**config.mk**
```make
export PLATFORM = sky130hd
export DESIGN_NAME = pc_fetch_unit
export DESIGN_NICKNAME = d
export VERILOG_FILES = /design/src/rtl/pc_fetch_unit_pkg.sv /design/src/rtl/pc_next_logic.sv /design/src/rtl/pc_fetch_unit.sv
export SDC_FILE = /design/constraint.sdc
export NUM_CORES = 1
export LEC_CHECK = 0
export CORE_MARGIN = 10
export CORE_UTILIZATION = 60
export DETAILED_ROUTE_END_ITERATION = 7
export DONT_BUFFER_PORTS = 1
export PLACE_DENSITY = 0.79
export SLEW_MARGIN = 40
export SYNTH_ARGS = -nofsm -noshare
export SYNTH_HDL_FRONTEND = slang
export SYNTH_SLANG_ARGS = --single-unit
```
**constraint.sdc**
```tcl
create_clock -name clock -period 12.6 [get_ports clock]
set_input_delay 2.52 -clock clock [delete_from_list [all_inputs] [get_ports clock]]
set_output_delay 2.52 -clock clock [all_outputs]
set_load 0.01 [all_outputs]
```
**src/rtl/pc_fetch_unit_pkg.sv**
```systemverilog
// Shared definitions for the program-counter fetch stage:
// state encoding, reset address and the word-to-byte shift.
package pc_fetch_unit_pkg;

  typedef enum logic [1:0] {
    RUN    = 2'd0,
    HALTED = 2'd1,
    FAULT  = 2'd2
  } fetch_state_t;

  localparam logic [31:0] TEXT_BASE_DEFAULT = 32'h0040_0000;
  localparam int          WORD_SHIFT        = 2;

endpackage

```
**src/rtl/pc_next_logic.sv**
```systemverilog
// Combinational next-PC selection: jump beats branch beats sequential,
// then flags any candidate that falls outside the instruction-memory window.
module pc_next_logic
  import pc_fetch_unit_pkg::*;
#(
  parameter logic [31:0] TEXT_BASE  = TEXT_BASE_DEFAULT,
  parameter int          TEXT_WORDS = 256
) (
  input  logic [31:0] pc,
  input  logic        branch_taken,
  input  logic [31:0] branch_offset,
  input  logic        jump,
  input  logic [25:0] jump_index,
  output logic [31:0] candidate,
  output logic        out_of_range
);

  // 33-bit bounds so a window ending exactly at 2^32 still compares correctly
  localparam logic [32:0] LO_BOUND = {1'b0, TEXT_BASE};
  localparam logic [32:0] HI_BOUND = LO_BOUND + 33'(TEXT_WORDS) * 33'd4;

  logic [31:0] seq;
  logic [31:0] btgt;
  logic [31:0] jtgt;

  always_comb begin
    seq  = pc + 32'd4;
    btgt = seq + (branch_offset << WORD_SHIFT);
    jtgt = {seq[31:28], jump_index, 2'b00};

    if (jump) begin
      candidate = jtgt;
    end else if (branch_taken) begin
      candidate = btgt;
    end else begin
      candidate = seq;
    end

    out_of_range = ({1'b0, candidate} < LO_BOUND) || ({1'b0, candidate} >= HI_BOUND);
  end

endmodule

```
**src/rtl/pc_fetch_unit.sv**
```systemverilog
// Program-counter stage: holds the fetch address, a RUN/HALTED/FAULT state
// and a saturating count of retired PC advances.
module pc_fetch_unit
  import pc_fetch_unit_pkg::*;
#(
  parameter logic [31:0] TEXT_BASE  = TEXT_BASE_DEFAULT,
  parameter int          TEXT_WORDS = 256,
  parameter int          CNT_W      = 32
) (
  input  logic             clock,
  input  logic             clear,
  input  logic             stall,
  input  logic             branch_taken,
  input  logic [31:0]      branch_offset,
  input  logic             jump,
  input  logic [25:0]      jump_index,
  input  logic             halt_req,
  output logic [31:0]      pc,
  output logic [31:0]      pc_plus4,
  output logic             halted,
  output logic             fault,
  output logic [CNT_W-1:0] retire_count
);

  localparam logic [CNT_W-1:0] CNT_ONE = {{(CNT_W-1){1'b0}}, 1'b1};

  fetch_state_t state;
  logic [31:0]  candidate;
  logic         out_of_range;

  assign pc_plus4 = pc + 32'd4;

  pc_next_logic #(
    .TEXT_BASE (TEXT_BASE),
    .TEXT_WORDS(TEXT_WORDS)
  ) u_next (
    .pc           (pc),
    .branch_taken (branch_taken),
    .branch_offset(branch_offset),
    .jump         (jump),
    .jump_index   (jump_index),
    .candidate    (candidate),
    .out_of_range (out_of_range)
  );

  // Only RUN advances; halted/fault are registered alongside the state
  always_ff @(posedge clock) begin
    if (clear) begin
      pc           <= TEXT_BASE;
      state        <= RUN;
      retire_count <= '0;
      halted       <= 1'b0;
      fault        <= 1'b0;
    end else if (state == RUN) begin
      if (halt_req) begin
        state  <= HALTED;
        halted <= 1'b1;
      end else if (!stall) begin
        if (out_of_range) begin
          state <= FAULT;
          fault <= 1'b1;
        end else begin
          pc <= candidate;
          if (retire_count != '1) begin
            retire_count <= retire_count + CNT_ONE;
          end
        end
      end
    end
  end

endmodule

```
Word level (Yosys, flattened, before mapping)
Index checks and enable logic that the tools add are counted.
- bits in registers: 68
- input port bits: 64
- add/sub/neg operators: 3
- magnitude comparators: 2
- equal/unequal tests: 2
- multiplexer cells: 5
- bitwise gates (word level): 3
- reductions and logical operators: 8
- operator list (kind ; number):
    two-way mux 32 bit ; 2
    adder 32 x 1 -> 32 bit, second input constant ; 1
    adder 32 x 3 -> 32 bit, second input constant ; 1
    adder 32 bit ; 1
    >= comparator 32 x 23 -> 1 bit, second input constant ; 1
    less-than comparator 32 x 23 -> 1 bit, second input constant ; 1
    != test 32 bit, second input constant ; 1
    AND reduction 4 bit ; 2
    two-way mux 2 bit ; 3
    AND reduction 5 bit ; 1
    NOT 1 bit ; 3
    AND reduction 3 bit ; 1
    logical NOT 2 bit ; 1
    != test 2 x 1 -> 1 bit, second input constant ; 1
    AND reduction 2 bit ; 1
    nonzero test 2 bit ; 1
    logical OR 1 bit ; 1

Longest topological paths before layout
- depth in word-level cells: 9
- mapped depth: 22
- mapped depth without buffers: 18

By module
A second synthesis with hierarchy kept.
- cells, all modules: 843
- area, all modules: 6263.5 um^2
- by module, submodules not included (module ; instances ; cells each ; area an instance (um^2) ; seq. area each (um^2)):
    pc_fetch_unit ; 1 ; 438 ; 3450.8 ; 1361.3
    pc_next_logic ; 1 ; 405 ; 2812.7 ; 0.0

Worst setup path after synthesis
Ideal clock, no wire load.
- path type: input port to flip-flop
- from: in branch_offset[0]
- to: reg retire_count[31]
- library setup time: 121 ps
- arrival time: 5964 ps
- required time: 12479 ps
- setup slack: 6516 ps
- stages: 15
- buffers on the path: 2
- cells stage by stage: ha_1 > fa_1 > a21o_1 > a221oi_1 > o21ai_0 > o21a_1 > nor4_1 > o32ai_1 > nor4b_2 > nand4_1 > or2_1 > buf_6 > buf_6 > nor4_1 > mux2_2
- cells in the longest elaborated chain, start to end: 7
- elaborated cells on any way between the ends: 8
- RTL lines (item ; RTL line ; text):
    start, declared ; pc_fetch_unit.sv:14 ; input logic [31:0] branch_offset,
    adder 32 bit (*) ; pc_next_logic.sv:28 ; btgt = seq + (branch_offset << WORD_SHIFT);
    two-way mux 32 bit (*) ; pc_next_logic.sv:33 ; end else if (branch_taken) begin
    two-way mux 32 bit (*) ; pc_next_logic.sv:31 ; if (jump) begin
    less-than comparator 32 x 23 -> 1 bit / >= comparator 32 x 23 -> 1 bit (equally long branches) ; pc_next_logic.sv:39 ; out_of_range = ({1'b0, candidate} < LO_BOUND) || ({1'b0, candidate} >= HI_BOUND);
    logical OR 1 bit (*) ; pc_next_logic.sv:39 ;
    NOT 1 bit (no line) (*) ; n/a ;
    AND reduction 5 bit (no line) (*) ; n/a ;
    end signal, assigned ; pc_fetch_unit.sv:65 ; retire_count <= retire_count + CNT_ONE;
    end, declared ; pc_fetch_unit.sv:22 ; output logic [CNT_W-1:0] retire_count
Every way passes the cells marked *; elsewhere a longest branch is shown, timed or not.
A chain may end at the register's enable or synchronous reset.

Worst setup path after layout
- from: reg pc[2]
- to: reg retire_count[31]
- cells in the longest elaborated chain, start to end: 8
- elaborated cells on any way between the ends: 9
- RTL lines (item ; RTL line ; text):
    start, declared ; pc_fetch_unit.sv:18 ; output logic [31:0] pc,
    start signal, assigned ; pc_fetch_unit.sv:63 ; pc <= candidate;
    adder 32 x 3 -> 32 bit (*) ; n/a ;
    via pc_plus4[22] ; pc_fetch_unit.sv:19 ; output logic [31:0] pc_plus4,
    adder 32 bit ; pc_next_logic.sv:28 ;
    two-way mux 32 bit (*) ; pc_next_logic.sv:33 ;
    two-way mux 32 bit (*) ; pc_next_logic.sv:31 ;
    less-than comparator 32 x 23 -> 1 bit / >= comparator 32 x 23 -> 1 bit (equally long branches) ; pc_next_logic.sv:39 ;
    logical OR 1 bit (*) ; pc_next_logic.sv:39 ;
    NOT 1 bit (no line) (*) ; n/a ;
    AND reduction 5 bit (no line) (*) ; n/a ;
Mark *: on every way through the listed nets, which the timed path passes. The rest lies on a longest branch.

==> flow_summary.ini <==
[worst_setup_path]
path_cells = ha_1 > nand3_1 > or4_1 > nor2_1 > and3_1 > xor2_1 > ha_1 > a21oi_1 > o21ai_0 > a211oi_1 > nor4_1 > and2_1 > mux2_2 > o221ai_1 > nand4_1 > or2_2 > nor4_1 > mux2_2
startpoint_type = flip-flop
crit_fanout = 43
crit_path_top_delay_cell = or2_2
critPathArrivalTime_ps = 6900
max_stage_delay_ps = 660
end_kind = flip-flop
required_ps = 12830
crit_type = flip-flop to flip-flop

[place]
dpl_worst_slack_ps = 5735
placement.cell_area_um2 = 5929
portBuffers = 0
dp_hpwl_um = 15600
finalWeightedCongestion = 0.9520

[drt]
drtPass1Iterations = 5
drt-initial-drc-count = 624
via_per_inst = 6.838
via_count = 6277
ant_nets = 0
routed_wl_um = 19840
drc = 0
wl_per_cell_um = 21.61

[finish]
antenna_cells = 0
areaGrowthSynthToFinish_pct = 3.244
final_util_pct = 63.03
drive_gt1_share_pct = 4.841
multi_input_area_um2 = 4300
ff_latch_area_um2 = 1361
fillers = 909
fin_area_um2 = 6132
nNetsFinal = 879

[sta]
rsz0062_at_grt = no
fin_ws_ps = 5935
slew_headroom_pct = 45.20
tightest_slew_ps = 814.4
clock_skew_ps = 5.883
tns_ps = 0
setup_violations = 0
drv_slew = 0
finalCriticalPeriod_ps = 6665
hold_violations = 0
fin_crit_sh_pct = 52.89
fmax_ghz = 0.1500

[power_and_ir_drop]
p_comb_share_pct = 12.2
p_sw_share_pct = 25.43
irDropWorstVdd_mv = 0.09924
leakage_uw = 0.002214
power.switching_uw = 115.1
power_frac_clock_pct = 39.9
p_int_uw = 337.5
p_per_area_nw_per_um2 = 73.80
pwr-share-seq_pct = 48.0
fin_total_pwr_uw = 452.6

[outcome]
status = complete, no violations

[grt]
grt_pass1_wl_um = 30950
grt_start_max_net_pins = 62
grt_pass1_vias = 5791
grtUsageMet3_pct = 6.517
top_usage_layer = met2
grt_usage_pct = 25.83
overflow = 0
use_met1_pct = 31.23
grtUsageMet2_pct = 43.23
antenna_found_initial = 0

[min_path]
min_path_type = flip-flop to flip-flop

[yosys]
synthTopCellsByCount = nor2_1 (73), a21oi_1 (69), dfxtp_1 (68), nand2_1 (68), o21ai_0 (49)
avgSynthCellArea_um2 = 7.288
yosys.area.top_type = dfxtp_1
async_flop_share_pct = 0
yosysMostFrequentCell = nor2_1
yosysUniqueCellTypes = 66
synth_area_leaders = dfxtp_1 (23%), ha_1 (7.2%), a21oi_1 (5.8%), nor2_1 (4.6%), nand2_1 (4.3%)
synth_cells = 815
ys_seq_area_share_pct = 22.92
synth_top_area_share_pct = 22.92
synth_edf_count = 0
synth_fp_nets = 914
synthFlopType = dfxtp_1
netlist_area_um2 = 5939
yosys_register_bits = 68
ys.warnings.count = 0

[cts]
path_clk_slew_ps = 70
post_cts_buffers = 0
post_cts_resized = 0
ctsHoldBuffers = 0
htree_levels = 3
clkSinkCount = 68
clkLatencyLatePin_ps = 340
cts-buffers-inserted = 9
clockBufferDepth = 2
clockRootBuffer = clkbuf_8
cts_tree = built

[floorplan]
io_pins = 162
fp.dieW_um = 119.5
coreArea_um2 = 9729
start_util_pct = 61.05
fp.dieArea_um2 = 14280
die_h_um = 119.5
rows = 36

[run]
maxCapViolCount = 0
==> sequential cells by signal (all words and copies together) (netlist names) <==
| signal | count |
|---|---|
| fault | 1 |
| halted | 1 |
| pc | 32 |
| retire_count | 32 |
| state | 2 |
==> placed cells by master, fill, tap and decap left out, types with 6 or more instances in the layout <==
cell type  instances
mux2i_1           10
o31ai_1           13
nand4_1           32
mux2_2             9
or4_1             15
o22ai_1            6
a211oi_1          12
ha_1              34
and3_1            14
nor2_1            73
xor2_1            22
a21o_1             8
or3_1             19
xnor2_1           20
inv_1             21
nand3_1           37
dfxtp_1           68
clkbuf_8          11
nand2_1           68
o21ai_0           49
o221ai_1           7
nor2b_1           11
o21a_1             9
and4_1             7
nor4_1             8
a21oi_1           69
and2_1            26
nor3_1            36
==> final timing paths <==
kind	slack (ps)	to	from	cells past startpoint
worst max-delay path	5940	retire_count[31]$_SDFFE_PP0P_	pc[2]$_SDFFE_PP0P_	18
worst min-delay path	520	state[0]$_SDFFE_PP0P_	state[0]$_SDFFE_PP0P_	2
worst min register to register	520	state[0]$_SDFFE_PP0P_	state[0]$_SDFFE_PP0P_	2
worst max register to register	5940	retire_count[31]$_SDFFE_PP0P_	pc[2]$_SDFFE_PP0P_	18
==> power groups by stage <==
stage / Sequential (uW) / Clock [uW] / Combinational (uW)
after floorplan: 222 / 0 / 44.5
after global placement: 222 / 0 / 52.1
after detailed placement: 222 / 0 / 53.1
after CTS: 217 / 182 / 53.5
after global routing: 217 / 193 / 60.3
final: 217 / 180 / 55.1
==> stage by stage <==
step / hold slack (ps) / std cells
global placement: 472.5 / 902
floorplan: 459.3 / 815
finish: 524.8 / 918
CTS: 522.4 / 918
global route: 549.0 / 918
detailed placement: 506.9 / 902
==> cell families after synthesis <==
| group | after synthesis | synth area share, % |
|---|---|---|
| AND/OR/NAND/NOR | 371 | 33.05 |
| AO/OA/AOI/OAI | 210 | 22.08 |
| flip-flops | 68 | 22.92 |
| adder cells (fa/ha/maj) | 35 | 7.500 |
| multiplexers | 19 | 3.392 |
| XOR/XNOR | 42 | 6.193 |
| buffers and inverters | 70 | 4.866 |
==> worst max-delay path: cells and delay by family, from the launching register on <==
kind	cells	cell delay (ps)
fa+ha+maj	2	700
flops	1	500
mux	2	630
compound gates	4	1290
xor+xnor	1	360
simple gates	9	3070
==> cell type report <==
class / count / share of cell area (%)
inverters: 21 / 1.285
flip-flops and latches: 68 / 22.20
well taps: 133 / 2.714
clock buffers: 12 / 2.530
multi-input cells: 677 / 70.13
clock inverters: 4 / 0.7754
repair buffers: 3 / 0.3673
==> layer usage <==
| metal | vias to the layer above | part of all wire, % |
|---|---|---|
| li1 | 2950 | - |
| met1 | 2960 | 39 |
| met2 | 331 | 49 |
| met3 | 36 | 9.5 |
| met4 | 0 | 3.0 |
| met5 | - | 0 |
No activity file was read; power rests on OpenSTA's default activity.
